[src/rtl/fnd_counter_ctrl.sv]
// Up/down 0..MAX_COUNT counter with internal prescaler and multiplexed common-anode 7-segment driver.
// Latency: cnt/wrap update on the tick edge; fnd_data/fnd_com are registered one cycle after sel/cnt.
// Backpressure: none; free-running display scan, counting gated only by run/clear/load.
module fnd_counter_ctrl #(
    parameter int CLK_FREQ  = 100_000_000,
    parameter int TICK_HZ   = 1,
    parameter int SCAN_HZ   = 1000,
    parameter int DIGITS    = 4,
    parameter int MAX_COUNT = 9999,
    parameter int BLANK_LZ  = 0,
    parameter int DP_DIGIT  = 0,
    localparam int CNT_W    = $clog2(MAX_COUNT + 1)
) (
    input  logic              clk,
    input  logic              rst,
    input  logic              run,
    input  logic              clear,
    input  logic              up_down,
    input  logic              load,
    input  logic [CNT_W-1:0]  load_val,
    output logic [CNT_W-1:0]  cnt,
    output logic              wrap,
    output logic [7:0]        fnd_data,
    output logic [DIGITS-1:0] fnd_com
);
    localparam int TICK_DIV = CLK_FREQ / TICK_HZ;
    localparam int SCAN_DIV = CLK_FREQ / (SCAN_HZ * DIGITS);
    localparam int PRESC_W  = $clog2(TICK_DIV);
    localparam int SCAN_W   = $clog2(SCAN_DIV);
    localparam int SEL_W    = (DIGITS > 1) ? $clog2(DIGITS) : 1;

    function automatic int unsigned pow10(input int k);
        int unsigned p;
        p = 1;
        for (int i = 0; i < k; i++) p = p * 10;
        return p;
    endfunction

    function automatic logic [6:0] seg7(input logic [3:0] d);
        case (d)
            4'd0:    seg7 = 7'h40;
            4'd1:    seg7 = 7'h79;
            4'd2:    seg7 = 7'h24;
            4'd3:    seg7 = 7'h30;
            4'd4:    seg7 = 7'h19;
            4'd5:    seg7 = 7'h12;
            4'd6:    seg7 = 7'h02;
            4'd7:    seg7 = 7'h78;
            4'd8:    seg7 = 7'h00;
            4'd9:    seg7 = 7'h10;
            default: seg7 = 7'h7F;
        endcase
    endfunction

    logic [PRESC_W-1:0] presc;
    logic               tick;
    logic [SCAN_W-1:0]  scan_cnt;
    logic [SEL_W-1:0]   sel;

    // Paused prescaler holds its phase so a resume completes the partial period.
    assign tick = run && (presc == PRESC_W'(TICK_DIV - 1));

    always_ff @(posedge clk or negedge rst) begin
        if (!rst) begin
            presc <= '0;
        end else if (clear) begin
            presc <= '0;
        end else if (run) begin
            presc <= tick ? '0 : presc + PRESC_W'(1);
        end
    end

    always_ff @(posedge clk or negedge rst) begin
        if (!rst) begin
            cnt  <= '0;
            wrap <= 1'b0;
        end else if (clear) begin
            cnt  <= '0;
            wrap <= 1'b0;
        end else if (load) begin
            cnt  <= (load_val > CNT_W'(MAX_COUNT)) ? CNT_W'(MAX_COUNT) : load_val;
            wrap <= 1'b0;
        end else if (tick) begin
            if (up_down) begin
                cnt  <= (cnt == CNT_W'(MAX_COUNT)) ? '0 : cnt + CNT_W'(1);
                wrap <= (cnt == CNT_W'(MAX_COUNT));
            end else begin
                cnt  <= (cnt == '0) ? CNT_W'(MAX_COUNT) : cnt - CNT_W'(1);
                wrap <= (cnt == '0);
            end
        end else begin
            wrap <= 1'b0;
        end
    end

    always_ff @(posedge clk or negedge rst) begin
        if (!rst) begin
            scan_cnt <= '0;
            sel      <= '0;
        end else if (scan_cnt == SCAN_W'(SCAN_DIV - 1)) begin
            scan_cnt <= '0;
            sel      <= (sel == SEL_W'(DIGITS - 1)) ? '0 : sel + SEL_W'(1);
        end else begin
            scan_cnt <= scan_cnt + SCAN_W'(1);
        end
    end

    logic [3:0]        dig [DIGITS];
    logic [DIGITS-1:0] lead_blank;

    for (genvar k = 0; k < DIGITS; k++) begin : g_dig
        localparam int unsigned P = pow10(k);
        assign dig[k] = 4'((32'(cnt) / P) % 32'd10);
        if (k == 0 || BLANK_LZ == 0) begin : g_keep
            assign lead_blank[k] = 1'b0;
        end else begin : g_blank
            assign lead_blank[k] = (32'(cnt) < P);
        end
    end

    logic [DIGITS-1:0] com_nxt;
    logic [6:0]        seg_nxt;
    logic              dp_nxt;

    always_comb begin
        com_nxt      = '1;
        com_nxt[sel] = 1'b0;
        seg_nxt      = lead_blank[sel] ? 7'h7F : seg7(dig[sel]);
        dp_nxt       = !(run && (sel == SEL_W'(DP_DIGIT)));
    end

    always_ff @(posedge clk or negedge rst) begin
        if (!rst) begin
            fnd_data <= 8'hFF;
            fnd_com  <= '1;
        end else begin
            fnd_data <= {dp_nxt, seg_nxt};
            fnd_com  <= com_nxt;
        end
    end
endmodule

[config.mk]
export PLATFORM = sky130hd
export DESIGN_NAME = fnd_counter_ctrl
export DESIGN_NICKNAME = d
export VERILOG_FILES = /design/src/rtl/fnd_counter_ctrl.sv
export SDC_FILE = /design/constraint.sdc
export NUM_CORES = 1
export LEC_CHECK = 0
export ABC_AREA = 0
export CAP_MARGIN = 20
export CORE_ASPECT_RATIO = 1.5
export CORE_UTILIZATION = 65
export DETAILED_ROUTE_END_ITERATION = 16
export GPL_TIMING_DRIVEN = 0
export PLACE_DENSITY = 0.94
export SYNTH_ARGS = -nofsm -noshare
export SYNTH_HDL_FRONTEND = slang
export SYNTH_SLANG_ARGS = --single-unit
[constraint.sdc]
create_clock -name clk -period 24.9 [get_ports clk]
set_input_delay 7.47 -clock clk [delete_from_list [all_inputs] [get_ports clk]]
set_output_delay 7.47 -clock clk [all_outputs]
set_load 0.03 [all_outputs]
==> out/metrics.yaml <==
timing:
  finalCritPeriodShare_pct: 43.7
  finClkSkew_ns: 0.0116
  setup_viol: 0
  worstMarginPinSlew_ns: 1.09
  final-max-slew-violation-count: 0
  max_freq_mhz: 91.8
  rsz0062_at_grt: "no"
  hold_viol_final: 0
  final.min_clock_period_ns: 10.89
  slew_headroom_pct: 26.7
  setup-tns-final_ns: 0
power_and_ir_drop:
  power.leakage_nw: 4.73
  p_per_area_mw_per_mm2: 117
  ir_drop_mv: 0.173
worst_hold_path:
  whs_path_depth: 1
  hold_path.class: "reg -> reg"
  min-delay-start: "scan_cnt[0]$_DFF_PN0_"
critical_path:
  rr_worst_depth: 34
  path_common_cell: "nand2_1"
  max_stage_delay_ns: 0.70
  slowest_stage: "nor3_1"
  worstPathRequired_ns: 25.16
  r2r-start: "cnt[11]$_DFFE_PN0P_"
  crit_arrival_ns: 11.15
  startpoint: "cnt[11]$_DFFE_PN0P_"
  end_kind: "flop"
  path_max_fanout: 10
  start_kind: "flop"
  crit_type: "reg -> reg"
layout:
  nFillCells: 1435
  syn2layout_area_growth_pct: 9.03
  antennaDiodeCount: 0
  mostFrequentLayoutCells: "186 x nor2_1, 163 x nand2_1, 103 x a21oi_1"
  final_common_cell: "nor2_1"
  final_util_pct: 72.2
  drive_gt1_share_pct: 8.38
  nNetsFinal: 1739
synth:
  netlist_area_mm2: 0.0114
  avgSynthCellArea_um2: 7.00
  yosysUniqueCellTypes: 115
  yosys_most_used_dff: "dfrtp_1"
  ys_seq_area_share_pct: 15.7
  ys_ff_latch: 71
  async_reset_ff_share_pct: 100
  synth_cells: 1634
  yosys_warnings: 0
  synth_edf_count: 0
  synth_nets: 1683
clock_network:
  clockBufferDepth: 2
  htreeDepth: 3
  root_buffer: "clkbuf_16"
  ctsResizeCount: 0
  clock_sinks: 71
  cts_inserted_buffers: 9
  clk_latency_ns: 0.35
  cts_hold_buf: 0
  cts_tree: "built"
  clkTransAtPathRegs_ns: 0.06
  cts_setup_buffers: 0
routing:
  drtIter0Drc: 1686
  first_pass_iters: 7
  drc: 0
  viasPerCell: 7.33
  postRouteAntennaNets: 0
  drt_wl_total_um: 39700
  vias: 14000
  wire_per_inst_um: 20.8
global_routing:
  grt_pass1_vias: 13300
  grt_usage_pct: 44.9
  antenna_found_initial: 0
  grt_overflow: 0
  grt_max_degree: 72
  grt_pass1_wl_um: 64000
die:
  io-pin-count: 47
  core_mm2: 0.0173
  fp.dieW_um: 110
  rows: 59
  chipHeight_um: 164
  die_area_mm2: 0.0181
  start_util_pct: 66.2
placement:
  gp_congestion: 1.02
  port_buffers: 44
  hpwl_um: 29100
outcome:
  outcome: "finished clean"
flow_run:
  max_cap_violations: 0
-- report_power, final --
part	switching, mW	leakage, nW	internal [mW]
combinational	0.754	3.66	0.443
clock	0.0520	0.144	0.0824
sequential	0.00449	0.920	0.128
total	0.810	4.73	0.653
-- stage by stage --
step                total power [mW]  instance area (um2)  hold WS [ns]  worst slack, ns  instances
global placement                1.25                12100         0.454            14.05       1891
CTS                             1.42                12500         0.468            14.33       1907
global route                    1.57                12500         0.481            13.14       1908
floorplan                       1.04                11400         0.433            15.78       1634
finish                          1.46                12500         0.470            14.01       1908
detailed placement              1.28                12100         0.458            14.42       1891
-- worst max-delay path, delay by kind of cell, from the launching register on --
kind	cells	cell delay [ns]
AOI/OAI and AO/OA	11	3.89
adders and majority gates	3	1.11
buffers and inverters	4	0.69
DFF	1	0.37
muxes	2	0.48
and+or+nand+nor	14	4.23
-- per-layer routing --
layer	global-route usage, %	routed length, um	vias up
li1	-	-	6302
met1	47.7	13800	6403
met2	72.1	18700	986
met3	12.7	3900	295
met4	38.6	3250	0
met5	0	0	-
-- worst paths after layout --
check / slack (ns) / to
min reg2reg: 0.47 / scan_cnt[0]$_DFF_PN0_
min: 0.47 / scan_cnt[0]$_DFF_PN0_
min in group asynchronous: 7.25 / scan_cnt[2]$_DFF_PN0_
max: 14.01 / fnd_data[0]$_DFF_PN1_
max reg2reg: 14.01 / fnd_data[0]$_DFF_PN1_
max in group asynchronous: 17.03 / presc[4]$_DFFE_PN0P_
-- area by class of cell --
type                    instances  area [um2]  share of cell area (%)
multi-input cells            1412        9040                    72.5
flip-flops and latches         71        1790                    14.4
repair buffers                 45         445                    3.57
plain buffers                  94         395                    3.17
clock buffers                  13         293                    2.35
well taps                     213         267                    2.14
inverters                      57         214                    1.72
clock inverters                 3        22.5                   0.181
-- kinds of logic after synthesis --
family	after synthesis	synth area share (%)
AND/OR/NAND/NOR	729	32.5
flip-flops	71	15.7
AO/OA/AOI/OAI	526	33.0
multiplexers	31	2.77
adder cells (fa/ha/maj)	39	4.05
XOR/XNOR	87	6.67
buffers and inverters	151	5.33
-- flip-flops by register name (all words and copies together), names as in the netlist --
signal / count
wrap: 1
fnd_data: 8
cnt: 14
scan_cnt: 15
sel: 2
fnd_com: 4
presc: 27
-- synth_stat cells (15+ instances only) --
master,count,area [um2]
mux2i_1,26,260
nand4_1,29,181
o211ai_1,25,188
nor3_1,66,330
dfrtp_1,59,1480
nor4_1,25,156
nor2_1,186,698
nand2b_1,20,125
xor2_1,31,272
buf_2,22,110
o31ai_1,19,143
o22ai_1,15,93.8
and3_1,16,100
a21oi_1,103,515
ha_1,29,363
xnor2_1,56,490
inv_1,46,173
nand3_1,83,415
o21a_1,16,120
nand2_1,163,612
a211oi_1,29,218
or3_1,25,156
clkbuf_1,62,233
o21ai_0,93,465
a31oi_1,24,150
(Power assumes the default switching activity.)
